**config.mk**
```make
export PLATFORM = sky130hd
export DESIGN_NAME = alu_writeback_stage
export DESIGN_NICKNAME = d
export VERILOG_FILES = /design/src/rtl/alu_writeback_stage.sv
export SDC_FILE = /design/constraint.sdc
export NUM_CORES = 1
export LEC_CHECK = 0
export BUFFER_PORTS_ARGS = -buffer_cell sky130_fd_sc_hd__buf_2
export CAP_MARGIN = 20
export CORE_ASPECT_RATIO = 1.5
export CORE_MARGIN = 2
export CORE_UTILIZATION = 49
export CTS_BUF_LIST = sky130_fd_sc_hd__clkbuf_4 sky130_fd_sc_hd__clkbuf_8
export DETAILED_ROUTE_END_ITERATION = 6
export MAX_ROUTING_LAYER = met4
export PLACE_DENSITY = 0.79
export SLEW_MARGIN = 20
export SYNTH_ARGS = -nofsm -noshare
export SYNTH_HDL_FRONTEND = slang
export SYNTH_SLANG_ARGS = --single-unit
```
**constraint.sdc**
```tcl
create_clock -name clk -period 1.9 [get_ports clk]
set_clock_uncertainty 0.2 [all_clocks]
set_input_delay 0.19 -clock clk [delete_from_list [all_inputs] [get_ports clk]]
set_output_delay 0.19 -clock clk [all_outputs]
set_load 0.01 [all_outputs]
```
**src/rtl/alu_writeback_stage.sv**
```systemverilog
// Writeback stage: commits an ALU result to A/D, updates the PC and performs single-beat
// memory writes. Define ALU_WB_FLAGS_EN to register zero/negative flags on each accept.
module alu_writeback_stage (
  input  logic        clk,
  input  logic        rst,
  input  logic        in_valid,
  output logic        in_ready,
  input  logic [15:0] alu_out,
  input  logic        dst_a,
  input  logic        dst_d,
  input  logic        dst_m,
  input  logic        lt,
  input  logic        eq,
  input  logic        gt,
  output logic [15:0] reg_a,
  output logic [15:0] reg_d,
  output logic [15:0] pc,
  output logic        mem_we,
  output logic [15:0] mem_addr,
  output logic [15:0] mem_wdata,
  input  logic        mem_ack,
  output logic        zf,
  output logic        nf
);

  typedef enum logic [0:0] {StIdle, StMemWait} state_e;

  state_e      state_q;
  logic [15:0] reg_a_q, reg_d_q, pc_q, mem_addr_q, mem_wdata_q;
  logic        mem_we_q, jump_q;

  logic        accept;
  logic        jump;
  logic [15:0] pc_inc;

  assign accept = (state_q == StIdle) & in_valid;
  assign jump   = (lt & alu_out[15]) | (eq & (alu_out == 16'h0000)) |
                  (gt & ~alu_out[15] & (alu_out != 16'h0000));
  assign pc_inc = pc_q + 16'd1;

  always_ff @(posedge clk) begin
    if (rst) begin
      state_q     <= StIdle;
      reg_a_q     <= 16'h0000;
      reg_d_q     <= 16'h0000;
      pc_q        <= 16'h0000;
      mem_we_q    <= 1'b0;
      mem_addr_q  <= 16'h0000;
      mem_wdata_q <= 16'h0000;
      jump_q      <= 1'b0;
    end else begin
      case (state_q)
        StIdle: begin
          if (in_valid) begin
            if (dst_a) reg_a_q <= alu_out;
            if (dst_d) reg_d_q <= alu_out;
            if (dst_m) begin
              // Target is the pre-accept A; mem_addr_q keeps it for the ack edge.
              mem_addr_q  <= reg_a_q;
              mem_wdata_q <= alu_out;
              jump_q      <= jump;
              mem_we_q    <= 1'b1;
              state_q     <= StMemWait;
            end else begin
              pc_q <= jump ? reg_a_q : pc_inc;
            end
          end
        end
        StMemWait: begin
          if (mem_ack) begin
            pc_q     <= jump_q ? mem_addr_q : pc_inc;
            mem_we_q <= 1'b0;
            state_q  <= StIdle;
          end
        end
        default: state_q <= StIdle;
      endcase
    end
  end

`ifdef ALU_WB_FLAGS_EN
  logic zf_q, nf_q;

  always_ff @(posedge clk) begin
    if (rst) begin
      zf_q <= 1'b0;
      nf_q <= 1'b0;
    end else if (accept) begin
      zf_q <= (alu_out == 16'h0000);
      nf_q <= alu_out[15];
    end
  end

  assign zf = zf_q;
  assign nf = nf_q;
`else
  logic unused_accept;
  assign unused_accept = accept;
  assign zf = 1'b0;
  assign nf = 1'b0;
`endif

  assign in_ready  = (state_q == StIdle) & ~rst;
  assign reg_a     = reg_a_q;
  assign reg_d     = reg_d_q;
  assign pc        = pc_q;
  assign mem_we    = mem_we_q;
  assign mem_addr  = mem_addr_q;
  assign mem_wdata = mem_wdata_q;

endmodule
```
* Word level (Yosys, flattened, before mapping) *
Cells that the tools add are included.

word-level totals
  register bits = 83
  bits of input ports = 26
  output and inout bits = 84
  word-level logic and storage cells = 44

operators by class
  add/sub/neg operators = 1
  equal/unequal tests = 4
  multiplexer cells = 14
  bitwise gates (word level) = 10
  reduce and logical (&&, ||, !) cells = 7

operators by type and width
  cell                                           number
  two-way mux 16 bit                             5
  case mux 16 bit (2 select lines)               1
  adder 16 x 1 -> 16 bit, second input constant  1
  zero test 16 bit                               1
  nonzero test 16 bit                            1
  AND reduction 3 bit                            5
  != test 2 bit, second input constant           4
  two-way mux 1 bit                              6
  AND 1 bit                                      5
  case mux 1 bit (2 select lines)                2
  NOT 1 bit                                      3
  bitwise OR 1 bit                               2

* Longest topological paths before layout *
Gate-level depths: netlist of run 1.

  word-level depth = 8
  depth in mapped cells = 8

* Least setup slack after synthesis of run 1 *
Ideal clock, no wire load.

  path kind = register to register
  start point = register pc_q[0], in the netlist pc[0]
  end point = register pc_q[8], in the netlist pc[8]
  arrival time = 1.705 ns
  data required time = 1.609 ns
  slack = -0.096 ns
  cell stages (with the launch flop) = 7
  buffers on the path = 0
  period minus slack after synthesis = 1.996 ns
  cells stage by stage = dfxtp_1 ha_1 nand3_1 or4_1 a21oi_1 mux2i_1 a311oi_1

between the ends
  cells in the longest elaborated chain, start to end = 5
  elaborated cells on any way between the ends = 7

RTL lines
  item                                line  RTL
  start: declaration                  29    logic [15:0] reg_a_q, reg_d_q, pc_q, mem_addr_q, mem_wdata_q;
  start signal: assignment            65    pc_q <= jump ? reg_a_q : pc_inc;
  start signal: assignment            71    pc_q <= jump_q ? mem_addr_q : pc_inc;
  adder 16 x 1 -> 16 bit *            39    assign pc_inc = pc_q + 16'd1;
  two-way mux 16 bit                  65
  two-way mux 16 bit                  57    if (dst_m) begin
  two-way mux 16 bit                  54    if (in_valid) begin
  case mux 16 bit (2 select lines) *  52    case (state_q)

Mark *: on every way between the ends. The rest lies on a longest branch, timed or not. The select of a mux whose other input is x is not followed.
A chain may end at the register's enable or synchronous reset.

* Worst setup path in the final report of run 1 *
  start point = register pc_q[0], in the netlist pc[0]
  end point = register pc_q[11], in the netlist pc[11]

Same word-level chain as after synthesis.

==> impl_summary.md, run 1 <==
Status
The run finished with clean final reports.

Hold path
The worst min-delay path endpoint is reg_a[11]. The path class of the tightest hold or removal check is input pin to flip-flop. The count of cells along the worst hold path is 4. The worst hold path begins at alu_out[11].

Yosys
In this run, synthesis inferred 0 flip-flops with an integrated enable. In this run, distinct cell masters in the synthesized netlist total 53. The number of warning messages in the yosys log is 0. The cell area that synthesis handed to floorplanning was 3830 sq um. Counting flops and latches in the post-synthesis netlist gives 83.

The post-synthesis compound-gate area fraction was 0.202. The portion of synthesized area spent on multiplexers is 0.0376. Of the total synthesized cell area, the portion taken by AND, OR, NAND and NOR gates is 0.251. Counting every instance in the synthesized netlist gives 498. By area, the combinational part of the netlist is dominated by simple AND/OR/NAND/NOR gates. Of the total synthesized cell area, the portion taken by XOR and XNOR cells is 0.0229. Of the total synthesized cell area, the portion taken by full adders, half adders and majority gates is 0.00327. After synthesis, the share of flip-flops with an asynchronous set or reset is 0. The mean cell area of the mapped netlist is 7.69 sq um. The share of the Yosys chip area taken by registers is 0.434. The most used flip-flop cell after synthesis is dfxtp_1.

Layout
From synthesis to final layout, the design area changed by 33.3%. Of the cells placed in the final design, the portion with a size suffix greater than 1 is 0.320. The net count of the finished layout is 669. The total inserted antenna cells is 0. The end-of-flow core utilization is 0.670.

The number of fill cells is 689.

Setup path
In this run the worst path has a maximum fanout of 8. The number of buffers and inverters on the critical path is 1. The worst reg2reg path endpoint is pc[11]. The critical path goes through buf_4 -> and4_2 -> nand3_1 -> a21oi_1 -> o22ai_1 -> a211o_1.

The arrival time at the worst endpoint is 1920 ps. The startpoint identified for the worst register-to-register timing path is pc[0]. The number of cells on the worst reg-to-reg path is 6. The kind of end point of the critical path is a flip-flop. STA puts the critical path data required time at roughly 2000 ps.

In this run the worst setup path begins at pc[0]. The type of the setup path with the least slack is flip-flop to flip-flop. Among all stages on the critical path, the largest delay is contributed by dfxtp_2. The kind of cell with the highest combined delay on the critical path is compound AO/OA/AOI/OAI gates. STA classifies the critical path startpoint as a flip-flop. The maximum single-stage delay on the critical path is 370 ps. The internal reg-to-reg setup slack is roughly 41 ps.

Die
The y dimension of the die is 112 um. The placement row count is 39. The initial utilization of the core area, before any placement, comes to 0.503.

110 I/O pins were placed. The floorplan step set the die width to 76.2 um. The overall die area is between 8000 and 9000 sq um. After floorplanning, the core was sized to cover 7610 sq um.

Timing
The count of final max-slew check failures was 0. Setup slack closes at 41.1 ps. The setup-violating endpoint count in the final report is 0. The number of hold violations in the final report is 0. Setup repair after global routing could not meet its margin everywhere. The accumulated negative setup slack is 0 ps. The final cycle utilization of the critical path is 0.978. Timing would allow up to ~0.54 GHz. The clock period could shrink to between 1500 and 2000 ps.

Power
The maximum VDD drop is 573 uV. Power spread over the standard cell area amounts to approximately 730 nW/um^2. The leakage power is 2.22 nW.

Clock network
The count of clock tree sinks is slightly above 80. The root buffer selected by CTS is clkbuf_8. No sink is reached through more buffers than the 2 on the longest clock path. TritonCTS built the clock tree. The clock-pin slew on the worst setup and hold paths is ~90 ps. The H-tree generated during clock tree synthesis spans 3 levels. Counting the buffers created by CTS gives 9. The clock network latency to the later pin of the worst-skew pair is 370 ps. The post-CTS setup buffer count is 0.

Drt
The detailed-route DRC error count is 0. The initial DRC count is between 200 and 300. The count of nets left with antenna violations after detail routing is 0. The routed design has 12.8 mm of wire. The vias after detailed routing is 4252. After detailed routing, the average wire length per cell comes to 17.1 um. The via-per-instance ratio is ~5.7. The number of detailed-routing iterations run before antenna repair is 5.

GRT
The overflow left after global routing is 0. The wire length of the first global-routing pass is a little over 20 mm. The largest net degree at the start of global routing is 78. The aggregate global-route resource usage is 0.308. The number of antenna violations at the first check in global routing is 0. The number of global-route vias before repair is 3983.

Placed design
Routability-driven placement finished with a final weighted congestion of 0.919. After legalization and detailed placement, the total HPWL measured 9.32 mm. The port buffer count is ~110. The post-placement setup slack is -136 ps.

Run
The max-capacitance violation count is 0.
## worst max-delay path by stage
stage	to	slack, ps	depth (start not counted)
2_1_floorplan	pc[8]	0.6	6
3_3_place_gp	pc[11]	-110	7
3_5_place_dp	pc[11]	-140	7
4_1_cts	in_ready	1	5
5_1_grt	pc[15]	-20	6
6_report	pc[11]	40	6
## metrics by stage
step	hold WS [ps]	power, W	cells	instance area (sq um)
2_1_floorplan	126	0.00225	499	3830
3_3_place_gp	240	0.00256	731	4820
3_5_place_dp	244	0.00258	731	4820
4_1_cts	7.63	0.00371	749	5020
5_1_grt	22.3	0.00385	749	5100
6_report	15.2	0.00372	749	5100
## cells in the mapped netlist, drive strengths merged (2+ instances only)
cell type    n  area [sq um]
nor2b        4          25.0
a311oi       3          26.3
clkbuf      26          97.6
o22ai        6          37.5
nor3b        2          15.0
o31ai        2          15.0
o31a         4          35.0
nand2b       2          12.5
a211oi       5          37.5
inv          6          22.5
a211o        2          17.5
or3          3          21.3
a21oi       82           410
o21ai       13          65.1
mux2i       14           144
nand3       16          85.1
xor2         4          35.0
nor2        11          41.3
nand2      148           556
nor4         9          68.8
nor3         4          20.0
and3         4          25.0
nand4        3          18.8
o21a         2          15.0
and4         3          26.3
and2         5          31.3
xnor2        6          52.6
buf          9          60.1
dfxtp       83          1660
## cell type report
class	count	area, sq um	share of cell area
tap	102	128	0.0250
timing repair buffer	167	1050	0.205
sequential	83	1670	0.327
clock buffer	11	139	0.0272
clock inverter	5	30.0	0.00589
inverter	7	26.3	0.00515
multi-input combinational	374	2060	0.405
## cell usage in the layout, fill, tap and decap left out, types with 4 or more instances in the layout
cell,count
a21oi_1,81
dfxtp_1,79
nand2_1,148
a211oi_1,4
o22ai_1,6
mux2i_1,13
buf_2,107
xnor2_1,6
dfxtp_2,4
o21ai_0,13
nand3_1,14
buf_4,53
nor2_1,9
clkbuf_8,9
inv_1,6
nor2b_1,4
o31a_1,4
xor2_1,4
nor4_1,5
and2_1,5
buf_12,4
## power by group
group          switching, W  internal [W]  total [W]  leakage (nW)
clock network      0.000659      0.000498    0.00116        0.0859
registers         0.0000747       0.00182    0.00189         0.678
logic              0.000385      0.000286   0.000671          1.46
total               0.00112       0.00260    0.00372          2.22
## per-layer routing
metal  global-route usage  vias up  wire length, um
met5                    -        -                0
met4                0.172        0              578
met3               0.0402       38              730
met2                0.527      212             6630
met1                0.346     1992             4900
li1                     -     2010                -
## registers in the layout, summed over array words and instances (netlist names)
signal,count
pc,16
mem_addr,16
state_q,1
reg_d,16
mem_wdata,16
mem_we,1
jump_q,1
reg_a,16
## cell families after synthesis
group | after synthesis
xor+xnor | 10
fa+ha+maj | 1
compound gates | 131
buf+inv | 42
mux | 14
simple gates | 216
other cells | 1
flops | 83
## worst reg2reg max path, delay by kind of cell, from the launching register on
kind / cells / cell delay, ps
buffers and inverters: 1 / 160
AO/OA/AOI/OAI: 3 / 590
AND/OR/NAND/NOR: 2 / 430
flip-flops: 1 / 370
## what timing repair did
action                                 in CTS  in global routing
hold buffers                                2                  0
resized for setup                           2                 19
setup endpoints to repair                   3                 11
pin swaps                                   0                  1
endpoints found under the hold margin       2                  0
Power figures use the tool's default switching activity.
==> run 2, diff against run 1 <==
--- a/config.mk
+++ b/config.mk
@@ -14,6 +14,7 @@
 export DETAILED_ROUTE_END_ITERATION = 6
 export MAX_ROUTING_LAYER = met4
 export PLACE_DENSITY = 0.79
+export RECOVER_POWER = 50
 export SLEW_MARGIN = 20
 export SYNTH_ARGS = -nofsm -noshare
 export SYNTH_HDL_FRONTEND = slang
==> impl_summary.md, run 2 (synthesis results as in run 1) <==
Timing
The count of final max-slew check failures is 0 (unchanged). The clock period minus final worst setup slack is 1860 ps (about the same). The highest clock frequency the design can meet was 0.538 GHz (about the same). The setup-violating endpoint count in the final report is 0 (unchanged).

RSZ-0062 raised after global routing: true (unchanged). The number of hold violations in the final report is 0 (unchanged). The final cycle utilization of the critical path is 0.978 (about the same).

Die
The floorplan core area is 7610 sq um (unchanged). The overall die area is 8550 sq um (unchanged). The initial cell density of the core came to 0.503 (unchanged). The top-level port count was 110 (unchanged).

The overall die width is 76.2 um (unchanged). The placement row count came to 39 (unchanged). The y dimension of the die is 112 um (unchanged).

Setup path
The largest fanout on the critical path is 8 (unchanged). The endpoint required time on the critical path came to 1960 ps (about the same). The kind of end point of the critical path is a flip-flop (unchanged).

The type of the setup path with the least slack is flip-flop to flip-flop (unchanged). The sort of element at the start of the critical path is a flip-flop (unchanged). The arrival time at the worst endpoint came to 1920 ps (about the same).

Hold path
The worst min-delay path category is input pin to flip-flop (unchanged).

GRT
The overflow left after global routing was 0 (unchanged). The aggregate global-route resource usage is 0.308 (unchanged). The largest net degree at the start of global routing is 78 (unchanged). The wire length of the first global-routing pass is 20.3 mm (unchanged).

The number of antenna violations at the first check in global routing is 0 (unchanged). The number of global-route vias before repair is 3983 (unchanged).

Run
The max-capacitance violation count came to 0 (unchanged).

Clock network
The H-tree depth is 3 (unchanged). The clock-pin slew on the worst setup and hold paths was 80 ps (was 90 ps). The clock network latency to the later pin of the worst-skew pair was 370 ps (about the same). The root buffer selected by CTS is clkbuf_8 (unchanged). The TritonCTS clock tree was yes (unchanged). The number of buffers added by the clock tree synthesis step came to 9 (unchanged). The worst-case clock buffer depth is 2 (unchanged). The count of clock tree sinks came to 83 (unchanged).

Drt
The detailed-route DRC error count came to 0 (unchanged). The routed length on met2 came to 6.56 mm (was 6.63 mm). The count of nets left with antenna violations after detail routing is 0 (unchanged).

The average wire length per cell after detail routing is 17.1 um (about the same). The initial DRC count is 300 (was 296). The met1 wire length is 5.02 mm (was 4.90 mm). The top metal layer carrying routed signals is met4 (unchanged). The via-per-instance ratio is 5.63 (was 5.68). The vias after detailed routing is 4216 (was 4252). The length of routed met3 wiring is 590 um (was 730 um). The total wire length was 12.8 mm (about the same). The number of detailed-routing iterations run before antenna repair is 5 (unchanged).

Layout
The final design instance area without fill is 5050 sq um (was 5100 sq um). The most common library cell in the layout ignoring fill and taps is nand2_1 (unchanged). Commonest cells after routing, fill and taps aside: nand2_1 (148), a21oi_1 (81), dfxtp_1 (79) (was nand2_1 (148), buf_2 (107), a21oi_1 (81)). The total inserted antenna cells is 0 (unchanged). The number of fill cells is 717 (was 689). The layout overhead on the synthesized area is 32.1% (was 33.3%). The area taken by flip-flops and latches is 1670 sq um (unchanged).

The layout net count is 669 (unchanged). The fraction of layout instances using a drive strength above 1 is 0.261 (was 0.320). The area of the multi-input gates is 2060 sq um (unchanged). The number of non-filler instances in the completed layout came to 749 (unchanged).

Power
The maximum VDD drop is 577 uV (was 573 uV). The total power per unit cell area is 733 nW/um^2 (was 729 nW/um^2). The leakage power is 2.06 nW (was 2.22 nW).

Status
Result of the run: finished, final reports clean (unchanged).

Placed design
The port buffer count is 107 (unchanged). The total half-perimeter wirelength after legalization and detailed placement is 9.32 mm (unchanged). The total cell area at the placement stage is 4820 sq um (unchanged). The last weighted congestion value of the routability-driven placer is 0.919 (unchanged). The total placed cells including tap cells is 731 (unchanged).
## run 2: cell count changes in the layout (fill, tap and decap cells not counted), sizes merged
cell / previous run / this run
buf: 165 / 127
clkbuf: 11 / 49
## run 2: report_power, final
group / internal [W] / switching (W)
Sequential: 0.00182 / 0.0000757
Combinational: 0.000276 / 0.000385
Clock: 0.000497 / 0.000652
Total: 0.00259 / 0.00111
## run 2: final cells by class
type	count	area share
clock buffers	11	0.0275
clock inverters	5	0.00594
inverters	7	0.00520
multi-input cells	374	0.408
flip-flops and latches	83	0.330
well taps	102	0.0252
repair buffers	167	0.198
## run 2: timing repair
item | CTS | global route
hold buffers | 2 | 0
setup buffers | 0 | 0
pin swaps | 0 | 1
resized for setup | 2 | 19
endpoints found under the setup margin | 3 | 11
hold endpoints to repair | 2 | 0
## run 2: worst paths after layout
check | start | to | slack [ps] | cells after the start
max | pc[0] | pc[11] | 40 | 6
min | alu_out[11] | reg_a[11] | 20 | 4
max reg2reg | pc[0] | pc[11] | 40 | 6
min reg2reg | mem_wdata[0] | mem_wdata[0] | 260 | 2
## run 2: routing by layer
metal  track usage  vias up
met5             -        -
met2         0.527      177
met3        0.0402       41
met1         0.346     1989
met4         0.172        0
li1              -     2009
## run 2: worst max-delay path, cell delays in order (launching register included)
cell and delay [ps]:
dfxtp_2 370, buf_4 160, and4_2 270, nand3_1 150, a21oi_1 190, o22ai_1 110
a211o_1 290
## run 2: through the flow
stage	util	worst slack [ps]	TNS [ps]	hold WS (ps)	total power [W]
4_1_cts	0.659	1.38	0	7.63	0.00371
5_1_grt	0.664	-21.0	-30.9	22.3	0.00384
2_1_floorplan	-	0.633	0	126	0.00225
6_report	0.664	41.4	0	15.8	0.00371
3_5_place_dp	0.634	-136	-1530	244	0.00258
3_3_place_gp	0.634	-110	-958	240	0.00256
